--- config.mk ---
export PLATFORM = sky130hd
export DESIGN_NAME = serial_receiver
export DESIGN_NICKNAME = d
export VERILOG_FILES = /design/src/rtl/serial_receiver.sv
export SDC_FILE = /design/constraint.sdc
export NUM_CORES = 1
export LEC_CHECK = 0
export BUFFER_PORTS_ARGS = -buffer_cell sky130_fd_sc_hd__buf_2
export CORE_MARGIN = 4
export CORE_UTILIZATION = 54
export DETAILED_ROUTE_END_ITERATION = 12
export GPL_TIMING_DRIVEN = 0
export PLACE_DENSITY = 0.75
export SLEW_MARGIN = 20
export SYNTH_ARGS = -nofsm -noshare
export SYNTH_HDL_FRONTEND = slang
export SYNTH_SLANG_ARGS = --single-unit
--- constraint.sdc ---
create_clock -name i_clk -period 1.9 [get_ports i_clk]
set_input_delay 0.475 -clock i_clk [delete_from_list [all_inputs] [get_ports i_clk]]
set_output_delay 0.475 -clock i_clk [all_outputs]
set_load 0.005 [all_outputs]
--- src/rtl/serial_receiver.sv ---
// serial_receiver: receives 8N1-style asynchronous frames on the serial line
// and presents each good payload byte as a parallel word.
// The FSM is paced by an external sample strobe that arrives OVERSAMPLE
// times per bit period.
// Optional build macro SERIAL_RX_PARITY_EN adds an even-parity bit between
// the data bits and the stop bit. It also drives o_parity_error.
// Without the macro, o_parity_error is tied low.
module serial_receiver #(
    parameter int unsigned DATA_BITS  = 8,
    parameter int unsigned OVERSAMPLE = 16
) (
    input  logic                 i_clk,
    input  logic                 i_rst_n,
    input  logic                 i_sample_tick,
    input  logic                 i_rx,
    output logic [DATA_BITS-1:0] o_data,
    output logic                 o_data_valid,
    output logic                 o_frame_error,
    output logic                 o_busy,
    output logic                 o_parity_error
);

    localparam int unsigned TICK_W = $clog2(OVERSAMPLE);
    localparam int unsigned BIT_W  = $clog2(DATA_BITS + 1);

    // Tick count at the middle of the start bit, counted from the falling edge.
    localparam logic [TICK_W-1:0] MID_TICK  = TICK_W'(OVERSAMPLE / 2 - 1);
    // Tick count one full bit period after the previous mid-bit sample.
    localparam logic [TICK_W-1:0] LAST_TICK = TICK_W'(OVERSAMPLE - 1);
    localparam logic [BIT_W-1:0]  LAST_BIT  = BIT_W'(DATA_BITS - 1);

    typedef enum logic [2:0] {
        S_IDLE,
        S_START,
        S_DATA,
`ifdef SERIAL_RX_PARITY_EN
        S_PARITY,
`endif
        S_STOP,
        S_BREAK
    } state_t;

    state_t                r_state;
    logic                  r_rx_meta;
    logic                  r_rx_s;
    logic [TICK_W-1:0]     r_tick_cnt;
    logic [BIT_W-1:0]      r_bit_cnt;
    logic [DATA_BITS-1:0]  r_shreg;
    logic                  w_mid_bit;

`ifdef SERIAL_RX_PARITY_EN
    logic                  r_par_bad;
    logic                  r_parity_error;
`endif

    // Two-flop synchroniser for the asynchronous line.
    // It presets to the idle level so that reset does not look like a start bit.
    always_ff @(posedge i_clk or negedge i_rst_n) begin
        if (!i_rst_n) begin
            r_rx_meta <= 1'b1;
            r_rx_s    <= 1'b1;
        end else begin
            r_rx_meta <= i_rx;
            r_rx_s    <= r_rx_meta;
        end
    end

    // Mid-bit point of a data, parity or stop bit, one bit period after the previous sample.
    always_comb begin
        w_mid_bit = i_sample_tick && (r_tick_cnt == LAST_TICK);
    end

    // Receive FSM with registered outputs.
    // The pulse outputs default low every clock.
    always_ff @(posedge i_clk or negedge i_rst_n) begin
        if (!i_rst_n) begin
            r_state        <= S_IDLE;
            r_tick_cnt     <= '0;
            r_bit_cnt      <= '0;
            r_shreg        <= '0;
            o_data         <= '0;
            o_data_valid   <= 1'b0;
            o_frame_error  <= 1'b0;
            o_busy         <= 1'b0;
`ifdef SERIAL_RX_PARITY_EN
            r_par_bad      <= 1'b0;
            r_parity_error <= 1'b0;
`endif
        end else begin
            o_data_valid   <= 1'b0;
            o_frame_error  <= 1'b0;
`ifdef SERIAL_RX_PARITY_EN
            r_parity_error <= 1'b0;
`endif
            case (r_state)
                S_IDLE: begin
                    if (!r_rx_s) begin
                        r_state    <= S_START;
                        r_tick_cnt <= '0;
                        o_busy     <= 1'b1;
                    end
                end

                S_START: begin
                    if (i_sample_tick) begin
                        if (r_tick_cnt == MID_TICK) begin
                            r_tick_cnt <= '0;
                            if (r_rx_s) begin
                                // Line went back high before mid start bit: glitch.
                                r_state <= S_IDLE;
                                o_busy  <= 1'b0;
                            end else begin
                                r_state   <= S_DATA;
                                r_bit_cnt <= '0;
                            end
                        end else begin
                            r_tick_cnt <= r_tick_cnt + 1'b1;
                        end
                    end
                end

                S_DATA: begin
                    if (w_mid_bit) begin
                        r_tick_cnt <= '0;
                        // The line carries the LSB first.
                        // Shifting in at the MSB leaves bit 0 in place after the last bit.
                        r_shreg    <= {r_rx_s, r_shreg[DATA_BITS-1:1]};
                        if (r_bit_cnt == LAST_BIT) begin
                            r_bit_cnt <= '0;
`ifdef SERIAL_RX_PARITY_EN
                            r_state   <= S_PARITY;
`else
                            r_state   <= S_STOP;
`endif
                        end else begin
                            r_bit_cnt <= r_bit_cnt + 1'b1;
                        end
                    end else if (i_sample_tick) begin
                        r_tick_cnt <= r_tick_cnt + 1'b1;
                    end
                end

`ifdef SERIAL_RX_PARITY_EN
                S_PARITY: begin
                    if (w_mid_bit) begin
                        r_tick_cnt <= '0;
                        // Even parity: the parity bit plus the data bits hold an even number of ones.
                        r_par_bad  <= r_rx_s ^ (^r_shreg);
                        r_state    <= S_STOP;
                    end else if (i_sample_tick) begin
                        r_tick_cnt <= r_tick_cnt + 1'b1;
                    end
                end
`endif

                S_STOP: begin
                    if (w_mid_bit) begin
                        r_tick_cnt <= '0;
                        if (r_rx_s) begin
                            r_state <= S_IDLE;
                            o_busy  <= 1'b0;
`ifdef SERIAL_RX_PARITY_EN
                            if (r_par_bad) begin
                                r_parity_error <= 1'b1;
                            end else begin
                                o_data       <= r_shreg;
                                o_data_valid <= 1'b1;
                            end
`else
                            o_data       <= r_shreg;
                            o_data_valid <= 1'b1;
`endif
                        end else begin
                            // Bad stop bit: keep the last good byte.
                            // Wait for the line to return high.
                            o_frame_error  <= 1'b1;
                            r_state        <= S_BREAK;
`ifdef SERIAL_RX_PARITY_EN
                            r_parity_error <= r_par_bad;
`endif
                        end
                    end else if (i_sample_tick) begin
                        r_tick_cnt <= r_tick_cnt + 1'b1;
                    end
                end

                S_BREAK: begin
                    if (r_rx_s) begin
                        r_state <= S_IDLE;
                        o_busy  <= 1'b0;
                    end
                end

                default: begin
                    r_state <= S_IDLE;
                    o_busy  <= 1'b0;
                end
            endcase
        end
    end

`ifdef SERIAL_RX_PARITY_EN
    assign o_parity_error = r_parity_error;
`else
    assign o_parity_error = 1'b0;
`endif

endmodule

==> impl_metrics.csv <==
group,metric,value,unit
timing,setup_tns,0,ns
yosys,yosys.cell_types.count,41,
worst_hold_path,hold_class,"in -> async",
yosys,ys_seq_elements,32,
power_and_ir_drop,power.density,913,nW/um2
yosys,syn_avg_cell_area,12.0,um2
yosys,synthTopCellsByCount,"dfrtp_1 (30), mux2_2 (17), o21ai_0 (9), nand2_1 (8)",
job,max_cap_violations,0,
clock_network,htreeDepth,2,
layout,drive_above_1_share,0.373,
clock_network,cts_tree,"built",
yosys,yosysMostFrequentCell,"dfrtp_1",
timing,fin_crit,1.76,ns
timing,max-slew-margin-rel,0.555,
placed_design,place_ws,0.101,ns
setup_path,worstPathRequired,2.13,ns
setup_path,cp_max_fo,9,
setup_path,worst_setup_path_end_kind,"flop",
setup_path,r2r_end,"o_data[7]",
setup_path,cpMaxStageDelayCell,"dfrtp_1",
yosys,netlist.top_cell.by_area,"dfrtp_1",
clock_network,cts_resized,0,
yosys,ys_warn_count,0,
setup_path,rrSetupSlack,0.14,ns
drt,totalWireLength,2570,um
timing,rsz0062_at_grt,"no",
power_and_ir_drop,ir_worst_vdd,0.784,mV
clock_network,postCtsHoldBufs,0,
clock_network,root_buffer,"clkbuf_4",
timing,finalSetupViolCount,0,
timing,worst_pin_slew,0.668,ns
clock_network,clkTransAtPathRegs,0.10,ns
global_route,gr-total-overflow,0,
global_route,track_usage,0.172,
setup_path,path_class,"reg -> reg",
yosys,synthCells,128,
run_status,status,"completed",
placed_design,gp_congestion,0.798,
global_route,grt_max_degree,33,
timing,hold_viol,0,
yosys,post-synth-top-area-fraction,0.490,
yosys,synth_edf_count,0,
placed_design,port_buffers,14,
drt,vias,1041,
die,ios,16,
timing,max_freq,568,MHz
setup_path,timing.rr.start,"r_tick_cnt[0]",
die,die_area,3750,um2
global_route,antenna_found_initial,0,
clock_network,clk_latency,0.34,ns
yosys,ys_async_sr_fraction,1.00,
setup_path,worstPathCellList,"ha_1 -> and4_1 -> nand4_2 -> mux2_2",
setup_path,startpoint_type,"flop",
layout,final_net_count,155,
placed_design,dpl.cell_count,173,
yosys,synth_area,1530,um2
placed_design,dp_hpwl,1840,um
drt,drt_iter0_markers,40,
power_and_ir_drop,p_leak,0.856,nW
setup_path,worstPathArrival,1.98,ns
die,die_h,61.3,um
clock_network,cts_setup_buffers,0,
drt,wl_per_cell,14.2,um
layout,diodes,0,
timing,slew_violations,0,
layout,final_cells,181,
layout,area_growth_syn_to_layout,11.6,%
yosys,synthTopCellsByArea,"dfrtp_1 (49%), mux2_2 (12%), dfstp_2 (3.4%)",
setup_path,critPathMaxStageDelay,0.39,ns
clock_network,clkSinkCount,32,
die,die_w,61.3,um
setup_path,worstRegToRegCells,4,
drt,dr.pass1.iters,4,
drt,routed_via_density,5.75,
timing,finClkSkew,0.00923,ns
drt,route.detailed.drc,0,
clock_network,clk_path_buf_depth,2,
drt,drtAntennaViolNets,0,
die,core_area,2730,um2
clock_network,numCtsBuffers,5,
global_route,grt_pass1_vias,1044,
die,start_util,0.561,
yosys,synth_ff_type,"dfrtp_1",
timing,worst_slack,0.141,ns
timing,min_period_over_period,0.926,
layout,fillCellCount,218,
global_route,grt_pass1_wl,4640,um
yosys,seq_area_frac_synth,0.524,
yosys,syn-num-nets,134,
die,rows,19,
-- worst max-delay path: cells and delay by family (launching register included) --
kind                       cells  cell delay [ns]
adders and majority gates      1             0.25
and+or+nand+nor                2             0.64
muxes                          1             0.37
DFF                            1             0.39
-- cell type report --
| type | instances | area (um2) | area share |
|---|---|---|---|
| sequential | 32 | 803 | 0.470 |
| multi-input combinational | 85 | 682 | 0.399 |
| timing repair buffer | 14 | 70.1 | 0.0410 |
| tap | 31 | 38.8 | 0.0227 |
| clock buffer | 5 | 37.5 | 0.0219 |
| buffer | 5 | 32.5 | 0.0190 |
| clock inverter | 3 | 23.8 | 0.0139 |
| inverter | 6 | 22.5 | 0.0132 |
-- cells in the final DEF (no fill, tap or decap), types with 2 or more instances in the layout --
cell	count
nand2_1	8
nor2b_1	4
nand2b_1	2
o21ai_0	9
ha_1	2
dfstp_2	2
nor2_1	4
mux2_2	17
clkinvlp_4	2
nor3b_2	2
a21oi_1	2
clkbuf_4	5
inv_1	6
nand4_2	2
nand3_1	6
dfrtp_1	30
buf_2	16
o211ai_1	2
a32o_1	3
-- state kept, by name (all words and copies together) (netlist names) --
name	cells
r_bit_cnt	4
o_data_valid	1
r_tick_cnt	4
o_data	8
r_rx_s	1
r_rx_meta	1
r_shreg	8
r_state	3
o_frame_error	1
o_busy	1
-- routing by layer --
metal / wire length (um) / up-vias / share of wire / GRT usage
li1: - / 509 / - / -
met1: 1180 / 510 / 0.46 / 0.218
met2: 1210 / 18 / 0.47 / 0.266
met3: 115 / 4 / 0.045 / 0.0503
met4: 56 / 0 / 0.022 / 0.0929
met5: 0 / - / 0 / 0
-- logic make-up after synthesis --
family                     count (synthesis)  share of synthesized area
muxes                                     18                      0.131
DFF                                       32                      0.524
and+or+nand+nor                           39                      0.166
adders and majority gates                  2                     0.0163
AOI/OAI and AO/OA                         25                      0.124
other                                      1                    0.00245
buffers and inverters                     11                     0.0359
-- metrics by stage --
step	cell area (um2)	utilization	power, mW	hold WS (ns)
floorplan	1530	-	1.09	0.179
global placement	1640	0.600	1.16	0.347
detailed placement	1640	0.600	1.18	0.348
CTS	1700	0.623	1.58	0.180
global route	1710	0.626	1.66	0.198
finish	1710	0.626	1.56	0.159
-- report_power, final --
part	total (mW)	switching [mW]	internal, mW	leakage, nW
clock	0.392	0.247	0.145	0.0274
combinational	0.350	0.192	0.158	0.409
sequential	0.819	0.0678	0.751	0.420
total	1.56	0.506	1.05	0.856
-- worst max path at each step --
stage	from	end	slack, ns
final	r_tick_cnt[0]	o_data[7]	0.14
after global routing	r_tick_cnt[0]	o_data[7]	0.03
after CTS	r_tick_cnt[0]	r_state[1]	0.08
after detailed placement	i_sample_tick	r_state[1]	0.10
after global placement	i_sample_tick	r_state[1]	0.12
after floorplan	r_state[0]	r_shreg[0]	0.34
Power figures use the tool's default switching activity.
